## config.mk

```make
export PLATFORM = sky130hd
export DESIGN_NAME = sobel_window_reader_flat
export DESIGN_NICKNAME = d
export VERILOG_FILES = /design/src/rtl/sobel_window_reader_pkg.sv /design/src/rtl/sobel_window_reader_if.sv /design/src/rtl/sobel_window_reader_line_buffer.sv /design/src/rtl/sobel_window_reader.sv /design/src/flat_wrapper.sv
export SDC_FILE = /design/constraint.sdc
export NUM_CORES = 1
export LEC_CHECK = 0
export ABC_CLOCK_PERIOD_IN_PS = 25700
export CAP_MARGIN = 40
export CORE_UTILIZATION = 36
export CTS_CLUSTER_DIAMETER = 120
export DETAILED_ROUTE_END_ITERATION = 7
export HOLD_SLACK_MARGIN = 0.05
export RECOVER_POWER = 25
export SLEW_MARGIN = 20
export SYNTH_ARGS = -nofsm -noshare
export SYNTH_HDL_FRONTEND = slang
export SYNTH_SLANG_ARGS = --single-unit
```

## constraint.sdc

```tcl
create_clock -name clk -period 25.7 [get_ports clk]
set_input_delay 3.855 -clock clk [delete_from_list [all_inputs] [get_ports clk]]
set_output_delay 3.855 -clock clk [all_outputs]
set_load 0.01 [all_outputs]
```

## src/rtl/sobel_window_reader_pkg.sv

```systemverilog
// sobel_pkg: shared defaults, FSM state encoding and 3x3 window packing
// for the sobel window reader and its line buffers.
package sobel_pkg;
  localparam int IMG_W_DEF = 32;
  localparam int IMG_H_DEF = 32;
  localparam int AW_DEF    = 10;
  localparam int PW_DEF    = 4;

  typedef enum logic [1:0] {
    S_IDLE  = 2'd0,
    S_READ  = 2'd1,
    S_FLUSH = 2'd2,
    S_DONE  = 2'd3
  } state_e;

  // Slot of window pixel (row, col) in the packed window word; p00 sits in the LSBs.
  function automatic int win_idx(input int row, input int col);
    return 3 * row + col;
  endfunction
endpackage

```

## src/rtl/sobel_window_reader_if.sv

```systemverilog
// sobel_window_reader_if: start/done, gray-memory read port and window
// output handshake of the sobel window reader.
//   master : the reader (drives rd_en/rd_addr/win/win_addr/win_valid/sobel_done)
//   slave  : the environment (drives sobel_en/rd_data/win_ready)
interface sobel_window_reader_if
  import sobel_pkg::*;
#(
  parameter int AW = AW_DEF,
  parameter int PW = PW_DEF
);
  logic            sobel_en;
  logic            rd_en;
  logic [AW-1:0]   rd_addr;
  logic [3*PW-1:0] rd_data;
  logic [9*PW-1:0] win;
  logic [AW-1:0]   win_addr;
  logic            win_valid;
  logic            win_ready;
  logic            sobel_done;

  modport master (
    input  sobel_en, rd_data, win_ready,
    output rd_en, rd_addr, win, win_addr, win_valid, sobel_done
  );

  modport slave (
    output sobel_en, rd_data, win_ready,
    input  rd_en, rd_addr, win, win_addr, win_valid, sobel_done
  );
endinterface

```

## src/rtl/sobel_window_reader_line_buffer.sv

```systemverilog
// line_buffer: DEPTH-deep, PW-wide delay line advanced only on en.
//   clk  : clock
//   en   : shift strobe (one per returned pixel)
//   din  : pixel in
//   dout : pixel pushed DEPTH strobes ago
// Contents are not reset; the reader never forms a window from stale rows.
module line_buffer
  import sobel_pkg::*;
#(
  parameter int DEPTH = IMG_W_DEF,
  parameter int PW    = PW_DEF
) (
  input  logic          clk,
  input  logic          en,
  input  logic [PW-1:0] din,
  output logic [PW-1:0] dout
);
  logic [PW-1:0] mem_q [DEPTH];

  always_ff @(posedge clk) begin
    if (en) begin
      mem_q[0] <= din;
      for (int i = 1; i < DEPTH; i++) mem_q[i] <= mem_q[i-1];
    end
  end

  assign dout = mem_q[DEPTH-1];
endmodule

```

## src/rtl/sobel_window_reader.sv

```systemverilog
// sobel_window_reader: raster-reads a gray frame and emits every interior
// 3x3 window with the address of its centre pixel.
//   clk : clock, rising edge
//   rst : asynchronous active-low reset
//   bus : sobel_en start pulse, rd_en/rd_addr/rd_data read port (1-cycle
//         latency), win/win_addr/win_valid/win_ready output, sobel_done pulse
//
// state  | meaning
// IDLE   | waiting for sobel_en
// READ   | issuing one read per unstalled cycle, raster order
// FLUSH  | all reads issued, draining until the last window transfers
// DONE   | one cycle with sobel_done=1, then IDLE
module sobel_window_reader
  import sobel_pkg::*;
#(
  parameter int IMG_W = IMG_W_DEF,
  parameter int IMG_H = IMG_H_DEF,
  parameter int AW    = AW_DEF,
  parameter int PW    = PW_DEF
) (
  input logic                   clk,
  input logic                   rst,
  sobel_window_reader_if.master bus
);
  localparam int NPIX = IMG_W * IMG_H;
  localparam int CW   = $clog2(IMG_W);
  localparam int RW   = $clog2(IMG_H);

  state_e          state_q;
  logic [AW-1:0]   rd_addr_q, pix_q, win_addr_q, win_addr_d;
  logic [CW-1:0]   col_q;
  logic [RW-1:0]   row_q;
  logic            pend_q, skid_valid_q, win_valid_q, last_q, sobel_done_q;
  logic [PW-1:0]   skid_q, px, lb0_out, lb1_out;
  logic [PW-1:0]   sh_q [3][3];
  logic [PW-1:0]   col_new [3];
  logic [9*PW-1:0] win_q, win_d;
  logic            stall, rd_en, proc, is_win, is_last;
  logic [2*PW-1:0] rd_data_unused;

  assign rd_data_unused = bus.rd_data[3*PW-1:PW];

  // A held window blocks everything: no new reads, no pixel consumption.
  assign stall = win_valid_q && !bus.win_ready;
  assign rd_en = (state_q == S_READ) && !stall;
  // At most one of pend_q / skid_valid_q can be set on an unstalled cycle.
  assign proc  = (pend_q || skid_valid_q) && !stall;
  assign px    = skid_valid_q ? skid_q : bus.rd_data[PW-1:0];

  assign is_win     = (row_q >= RW'(2)) && (col_q >= CW'(2));
  assign is_last    = (row_q == RW'(IMG_H-1)) && (col_q == CW'(IMG_W-1));
  assign win_addr_d = pix_q - AW'(IMG_W + 1);

  assign col_new[0] = lb1_out;
  assign col_new[1] = lb0_out;
  assign col_new[2] = px;

  always_comb begin
    win_d = '0;
    for (int i = 0; i < 3; i++) begin
      win_d[PW*win_idx(i, 0) +: PW] = sh_q[i][1];
      win_d[PW*win_idx(i, 1) +: PW] = sh_q[i][2];
      win_d[PW*win_idx(i, 2) +: PW] = col_new[i];
    end
  end

  line_buffer #(.DEPTH(IMG_W), .PW(PW)) u_lb0 (.clk(clk), .en(proc), .din(px),      .dout(lb0_out));
  line_buffer #(.DEPTH(IMG_W), .PW(PW)) u_lb1 (.clk(clk), .en(proc), .din(lb0_out), .dout(lb1_out));

  always_ff @(posedge clk or negedge rst) begin
    if (!rst) begin
      state_q      <= S_IDLE;
      rd_addr_q    <= '0;
      pend_q       <= 1'b0;
      skid_valid_q <= 1'b0;
      skid_q       <= '0;
      col_q        <= '0;
      row_q        <= '0;
      pix_q        <= '0;
      win_q        <= '0;
      win_addr_q   <= '0;
      win_valid_q  <= 1'b0;
      last_q       <= 1'b0;
      sobel_done_q <= 1'b0;
      for (int i = 0; i < 3; i++)
        for (int j = 0; j < 3; j++) sh_q[i][j] <= '0;
    end else begin
      sobel_done_q <= 1'b0;
      pend_q       <= rd_en;

      case (state_q)
        S_IDLE: if (bus.sobel_en) begin
          state_q   <= S_READ;
          rd_addr_q <= '0;
          col_q     <= '0;
          row_q     <= '0;
          pix_q     <= '0;
          last_q    <= 1'b0;
        end
        S_READ: if (rd_en) begin
          rd_addr_q <= rd_addr_q + 1'b1;
          if (rd_addr_q == AW'(NPIX-1)) state_q <= S_FLUSH;
        end
        S_FLUSH: if (win_valid_q && bus.win_ready && last_q) begin
          state_q      <= S_DONE;
          sobel_done_q <= 1'b1;
        end
        S_DONE:  state_q <= S_IDLE;
        default: state_q <= S_IDLE;
      endcase

      // Read issued just before a stall lands here and is consumed first on release.
      if (pend_q && stall) begin
        skid_valid_q <= 1'b1;
        skid_q       <= bus.rd_data[PW-1:0];
      end else if (proc) begin
        skid_valid_q <= 1'b0;
      end

      if (proc) begin
        for (int i = 0; i < 3; i++) begin
          sh_q[i][0] <= sh_q[i][1];
          sh_q[i][1] <= sh_q[i][2];
          sh_q[i][2] <= col_new[i];
        end
        pix_q <= pix_q + 1'b1;
        if (col_q == CW'(IMG_W-1)) begin
          col_q <= '0;
          row_q <= (row_q == RW'(IMG_H-1)) ? '0 : row_q + 1'b1;
        end else begin
          col_q <= col_q + 1'b1;
        end
      end

      if (proc && is_win) begin
        win_q       <= win_d;
        win_addr_q  <= win_addr_d;
        win_valid_q <= 1'b1;
        last_q      <= is_last;
      end else if (bus.win_ready) begin
        win_valid_q <= 1'b0;
      end
    end
  end

  assign bus.rd_en      = rd_en;
  assign bus.rd_addr    = rd_addr_q;
  assign bus.win        = win_q;
  assign bus.win_addr   = win_addr_q;
  assign bus.win_valid  = win_valid_q;
  assign bus.sobel_done = sobel_done_q;
endmodule
```

## src/flat_wrapper.sv

```systemverilog
// flat-port wrapper written by rule: the top's interface ports become plain ports
module sobel_window_reader_flat import sobel_pkg::*;
#(
  parameter int IMG_W = IMG_W_DEF,
  parameter int IMG_H = IMG_H_DEF,
  parameter int AW    = AW_DEF,
  parameter int PW    = PW_DEF
)
  (clk, rst, bus_sobel_en, bus_rd_data, bus_win_ready, bus_rd_en, bus_rd_addr, bus_win, bus_win_addr, bus_win_valid, bus_sobel_done);
  sobel_window_reader_if #(.AW(AW), .PW(PW)) bus_i ();
  input logic clk;
  input logic rst;
  input wire logic [$bits(bus_i.sobel_en)-1:0] bus_sobel_en;
  input wire logic [$bits(bus_i.rd_data)-1:0] bus_rd_data;
  input wire logic [$bits(bus_i.win_ready)-1:0] bus_win_ready;
  output wire logic [$bits(bus_i.rd_en)-1:0] bus_rd_en;
  output wire logic [$bits(bus_i.rd_addr)-1:0] bus_rd_addr;
  output wire logic [$bits(bus_i.win)-1:0] bus_win;
  output wire logic [$bits(bus_i.win_addr)-1:0] bus_win_addr;
  output wire logic [$bits(bus_i.win_valid)-1:0] bus_win_valid;
  output wire logic [$bits(bus_i.sobel_done)-1:0] bus_sobel_done;
  assign bus_i.sobel_en = bus_sobel_en;
  assign bus_i.rd_data = bus_rd_data;
  assign bus_i.win_ready = bus_win_ready;
  assign bus_rd_en = bus_i.rd_en;
  assign bus_rd_addr = bus_i.rd_addr;
  assign bus_win = bus_i.win;
  assign bus_win_addr = bus_i.win_addr;
  assign bus_win_valid = bus_i.win_valid;
  assign bus_sobel_done = bus_i.sobel_done;
  sobel_window_reader #(.IMG_W(IMG_W), .IMG_H(IMG_H), .AW(AW), .PW(PW)) u_core (.clk(clk), .rst(rst), .bus(bus_i));
endmodule
```

==> flow_summary_export.csv, run 1 <==
group,metric,value,unit
status,status,"completed",
timing,hold_viol_final,0,
synth,ys_types,45,
cts,clk_pin_slew,0.06,ns
synth,synth_area,12700,µm²
cts,cts-root-buf,"clkbuf_16",
timing,slew_headroom,0.359,
critical_path,critPathRequiredTime,21.84,ns
place,place_area,13900,µm²
synth,synth_seq_cells,367,
cts,cts-hold-fix-buffers,0,
synth,synthArstFlopShare,0.302,
floorplan,rows,68,
cells_and_area,area_delta_synth_final,18.0,%
cts,postCtsSetupBuffers,0,
floorplan,die_y,190,µm
synth,yosys_warnings,0,
power,leakage,5.44,nW
timing,tightest_slew,0.962,ns
cells_and_area,antenna_cells,0,
critical_path,start_kind,"primary input",
cts,cts_tree,"yes",
critical_path,r2r-start,"u_core.skid_valid_q",
place,gp_congestion,0.727,
synth,ys_seq_area_frac,0.822,
timing,setup-violations-final,0,
critical_path,critPathKind,"primary input to output pin",
floorplan,die_area,36100,µm²
cells_and_area,final_cells,1297,
grt,grt_pass1_wl,32600,µm
critical_path,cp_max_fo,18,
cells_and_area,final_cell_area,15000,µm²
cts,cts.repair.resized,0,
timing,timing.fmax,108,MHz
grt,gr-total-overflow,0,
hold_path,hp-class,"flop to flop",
timing,skew,0.00766,ns
synth,synth_compound_area_frac,0.0257,
critical_path,crit_arrival,5.39,ns
power,vdd_drop_max,0.0414,mV
synth,synth_top_family_by_area,"simple AND/OR/NAND/NOR gates",
routing,drc,0,
cts,cts_sinks,367,
critical_path,cp-end-kind,"output pin",
synth,synth_top_area_frac,0.604,
floorplan,core,34600,µm²
synth,syn-num-nets,756,
flow_run,cap_violations,0,
synth,synth_top_area_cell,"edfxtp_1",
cts,cts-buffers-inserted,36,
synth,synthFlopType,"edfxtp_1",
cells_and_area,fin_nets,843,
synth,synthAdderAreaFrac,0.0128,
place,io_buffers,66,
synth,muxShareOfSynthArea,0.0514,
place,dp_hpwl,11200,µm
hold_path,worstHoldEndpoint,"u_core.u_lb0.mem_q[1][51]",
cells_and_area,num-fill-cells,3044,
floorplan,start_util,0.367,
synth,synth_edf_count,256,
floorplan,io_pins,75,
routing,via_per_inst,4.72,
routing,vias,6121,
synth,synth-simple-area-share,0.0683,
critical_path,r2r_slack,22.58,ns
grt,grt_usage,0.114,
timing,rsz0062_at_grt,"no",
synth,syn_avg_cell_area,17.5,µm²
synth,synth_area_leaders,"edfxtp_1 60%, dfrtp_1 22%, mux2_2 4.5%, nand2_1 2.9%, ha_1 1.3%",
routing,wl,20100,µm
routing,drt_first_pass_iters,4,
grt,antenna_found_initial,0,
critical_path,r2r_cells,6,
cts,clock_path_buffers,3,
grt,grt_pass1_vias,5994,
timing,final.min_clock_period,9.24,ns
place,post-place-cells,1231,
hold_path,hold_path.startpoint,"u_core.u_lb0.mem_q[1][47]",
synth,syn_inst,727,
synth,yosys.area_share.xor_xnor,0.00619,
grt,grt_max_degree,183,
floorplan,die_w,190,µm
routing,drt_iter0_markers,498,
cells_and_area,drive_gt1_frac,0.131,
timing,min_period_over_period,0.360,
cts,clk_latency,0.51,ns
timing,hold_slack,0.416,ns
timing,final.setup.tns,0,ns
critical_path,regToRegEndpoint,"u_core.bus.win[7]",
cts,htree_num_levels,2,
routing,routedWlPerCell,15.5,µm
routing,drtAntennaViolNets,0,
timing,slew_violations,0,
power,p_per_area,74.9,nW/µm²
hold_path,holdPathStages,0,
## kinds of logic after synthesis
group / after synthesis
DFF: 367
muxes: 59
AOI/OAI and AO/OA: 54
and+or+nand+nor: 188
adders and majority gates: 13
xor gates and xnor gates: 9
buffers and inverters: 37
## layout make-up
type                    instances  area, µm²  area share
flip-flops and latches        367      10500       0.697
multi-input cells             323       2090       0.139
clock buffers                  58       1060      0.0709
repair buffers                 71        721      0.0480
well taps                     455        569      0.0379
inverters                      15       63.8     0.00425
clock inverters                 8       45.0     0.00300
## flip-flops by register name, indices dropped and copies added, names as in the netlist, 2 cells and up
register,cells
u_core.row_q,5
u_core.u_lb0.mem_q,128
u_core.bus.win_addr,10
u_core.state_q,2
u_core.pix_q,10
u_core.bus.rd_addr,10
u_core.bus.win,36
u_core.u_lb1.mem_q,128
u_core.col_q,5
u_core.sh_q,24
u_core.skid_q,4
## synth_stat cells, types with 9 or more instances
master    instances
clkbuf_1         14
nand3_1          19
nand2_1          99
o21ai_0          22
nor3_1            9
inv_1            14
mux2_2           51
nor4_1            9
edfxtp_1        256
dfrtp_1         111
nor2_1           19
ha_1             13
## power breakdown
group	switching (mW)	internal (mW)
clock network	0.207	0.285
logic	0.00440	0.00174
registers	0.000258	0.627
total	0.212	0.914
## metal layers
metal | part of all wire | vias up | routed length (µm) | GRT usage
met1 | 0.52 | 3084 | 10400 | 0.174
met4 | 0.023 | 0 | 454 | 0.0372
met2 | 0.41 | 122 | 8290 | 0.158
met3 | 0.048 | 44 | 965 | 0.0264
li1 | - | 2871 | - | -
met5 | 0 | - | 0 | 0
## worst max-delay path, cell delays in order
cell	delay [ns]
clkdlybuf4s50_1	0.51
nor2b_1	0.06
buf_4	0.20
nor2_1	0.18
clkdlybuf4s50_1	0.57
## how the worst max path moves through the flow
stage,startpoint,to,depth (start not counted)
after detailed placement,bus_win_ready,bus_rd_en,5
after global routing,bus_win_ready,bus_rd_en,5
final,bus_win_ready,bus_rd_en,5
after CTS,bus_win_ready,bus_rd_en,5
after floorplan,bus_win_ready,u_core.u_lb0.mem_q[0][0],4
after global placement,bus_win_ready,bus_rd_en,5
## through the flow
| step | setup slack [ns] | power (mW) | util |
|---|---|---|---|
| 4_1_cts | 16.45 | 1.14 | 0.434 |
| 2_1_floorplan | 13.64 | 0.640 | - |
| 5_1_grt | 16.39 | 1.17 | 0.434 |
| 3_3_place_gp | 16.47 | 0.646 | 0.401 |
| 6_report | 16.46 | 1.13 | 0.434 |
| 3_5_place_dp | 16.47 | 0.646 | 0.402 |
## placed cells by master, fill, tap and decap left out, types with 2 or more instances in the layout
master	n
a21oi_1	8
a22o_1	2
a31oi_1	8
and2_1	2
and3_1	6
buf_12	2
buf_4	4
clkbuf_1	15
clkbuf_16	37
clkbuf_8	6
clkdlybuf4s50_1	65
clkinv_1	3
clkinv_2	2
dfrtp_1	111
edfxtp_1	256
ha_1	13
inv_1	14
inv_6	2
mux2_2	51
mux2i_1	8
nand2_1	99
nand2b_1	3
nand3_1	19
nand4_1	3
nor2_1	19
nor2b_1	2
nor3_1	9
nor4_1	9
nor4b_1	2
o211ai_1	2
o21ai_0	22
o31ai_1	6
or2_2	2
or3_1	4
or4_1	3
xnor2_1	6
xor2_1	3
(Power assumes the default switching activity.)
==> run 2: changes to the inputs <==
ABC_CLOCK_PERIOD_IN_PS = 8700   (was 25700)
clock period = 8.7 ns   (was 25.7 ns; I/O delays follow)
==> run 2 against run 1 <==
Critical path depth stayed put. Core utilization hardly changed. Critical endpoint unchanged. First-iteration DRC count is 27% lower.
==> flow_summary_export.csv, run 2 (synthesis results as in run 1) <==
group,metric,value,unit
cells_and_area,final_cell_mix,"256 x edfxtp_1, 111 x dfrtp_1, 99 x nand2_1",
hold_path,hp-class,"flop to flop",
cts,cts-hold-fix-buffers,0,
critical_path,r2r_cells,6,
cells_and_area,antenna_cells,0,
grt,grt_pass1_vias,5917,
place,gp_congestion,0.732,
critical_path,slowest_delay,0.57,ns
routing,drc,0,
power,vdd_drop_max,0.123,mV
timing,final.min_clock_period,4.15,ns
floorplan,die_area,36100,µm²
cells_and_area,final_cells,1295,
floorplan,rows,68,
timing,min_period_over_period,0.477,
timing,hold_viol_final,0,
critical_path,critPathTopFamily,"buffers and inverters",
floorplan,die_y,190,µm
critical_path,critPathBufInv,3,
grt,grt_pass1_wl,32800,µm
timing,setup-violations-final,0,
cells_and_area,fin_nets,843,
grt,gr-total-overflow,0,
cts,clock_path_buffers,3,
floorplan,core,34600,µm²
cts,htree_num_levels,2,
status,status,"completed",
routing,drtAntennaViolNets,0,
timing,slew_headroom,0.481,
timing,slew_violations,0,
critical_path,critPathMostFrequentCell,"clkdlybuf4s50_1",
cts,clk_latency,0.51,ns
routing,vias,6079,
flow_run,cap_violations,0,
cells_and_area,num-fill-cells,3041,
critical_path,cp-startpoint,"bus_win_ready",
power,leakage,5.44,nW
routing,via_per_inst,4.69,
cells_and_area,area_delta_synth_final,18.2,%
floorplan,start_util,0.367,
critical_path,r2r-start,"u_core.skid_valid_q",
cells_and_area,layout_commonest_cell,"edfxtp_1",
routing,drt_iter0_markers,363,
critical_path,critPathRequiredTime,7.39,ns
timing,rsz0062_at_grt,"no",
place,io_buffers,66,
grt,grt_usage,0.115,
timing,skew,0.0154,ns
critical_path,critPathKind,"primary input to output pin",
cts,cts.repair.resized,0,
place,dp_hpwl,11100,µm
power,p_per_area,219,nW/µm²
hold_path,hold_path.startpoint,"u_core.u_lb0.mem_q[0][42]",
timing,hold_slack,0.416,ns
cts,cts_tree,"yes",
hold_path,holdPathStages,0,
critical_path,cp_max_fo,18,
floorplan,die_w,190,µm
routing,wl,19800,µm
routing,routedWlPerCell,15.3,µm
cts,postCtsSetupBuffers,0,
timing,timing.fmax,241,MHz
critical_path,crit_path_top_delay_cell,"clkdlybuf4s50_1",
floorplan,io_pins,75,
cts,cts_sinks,367,
critical_path,crit_arrival,2.85,ns
critical_path,start_kind,"primary input",
critical_path,cp-end-kind,"output pin",
grt,antenna_found_initial,0,
critical_path,crit_cells,5,
cts,clk_pin_slew,0.06,ns
critical_path,crit_chain,"clkdlybuf4s50_1, nor2b_1, buf_4, nor2_1, clkdlybuf4s50_1",
cts,cts-root-buf,"clkbuf_16",
place,post-place-cells,1232,
timing,tightest_slew,0.757,ns
cells_and_area,drive_gt1_frac,0.133,
grt,grt_max_degree,134,
routing,drt_first_pass_iters,4,
timing,final.setup.tns,0,ns
cts,cts-buffers-inserted,35,
run 2: cell count changes in the layout (fill, tap and decap cells not counted):
cell and change:
clkbuf_1 -8, clkinv_2 +6, clkbuf_8 -5, clkinv_1 +4, buf_16 +2, clkinvlp_4 +2
inv_6 -2, buf_4 -1, bufinv_16 +1, inv_4 -1
run 2: worst paths after layout:
| kind | endpoint | slack, ns |
|---|---|---|
| worst min-delay path | u_core.u_lb0.mem_q[0][46] | 0.42 |
| worst max register to register | u_core.bus.win[20] | 5.83 |
| max in group asynchronous | u_core.sh_q[5] | 6.83 |
| min in group asynchronous | u_core.bus.win[8] | 0.81 |
| worst max-delay path | bus_rd_en | 4.55 |
| worst min register to register | u_core.u_lb0.mem_q[0][46] | 0.42 |
run 2: power by group:
part	internal, mW	switching (mW)	leakage [nW]
Clock	0.815	0.611	0.528
Sequential	1.85	0.000683	3.56
Combinational	0.00553	0.0130	1.35
run 2: through the flow:
step	setup slack [ns]	total power, mW	instance area, µm²	util
finish	4.55	3.30	15000	0.434
floorplan	3.19	1.89	12700	-
global placement	3.59	1.91	13900	0.401
global route	4.48	3.42	15000	0.434
detailed placement	4.37	1.91	14000	0.403
CTS	4.54	3.35	15000	0.434
run 2: cell type report:
type                            count  area [µm²]  area share
Multi-Input combinational cell    323        2090       0.139
Clock buffer                       45         966      0.0642
Clock inverter                     18         111     0.00741
Sequential cell                   367       10500       0.696
Inverter                           15        63.8     0.00424
Tap cell                          455         569      0.0379
Timing Repair Buffer               72         768      0.0511
run 2: metal layers:
metal / track usage / part of all wire / vias to the layer above
met2: 0.152 / 0.41 / 135
met1: 0.182 / 0.52 / 3061
met4: 0.0304 / 0.018 / 0
met3: 0.0315 / 0.055 / 32
li1: - / - / 2851
met5: 0 / 0 / -
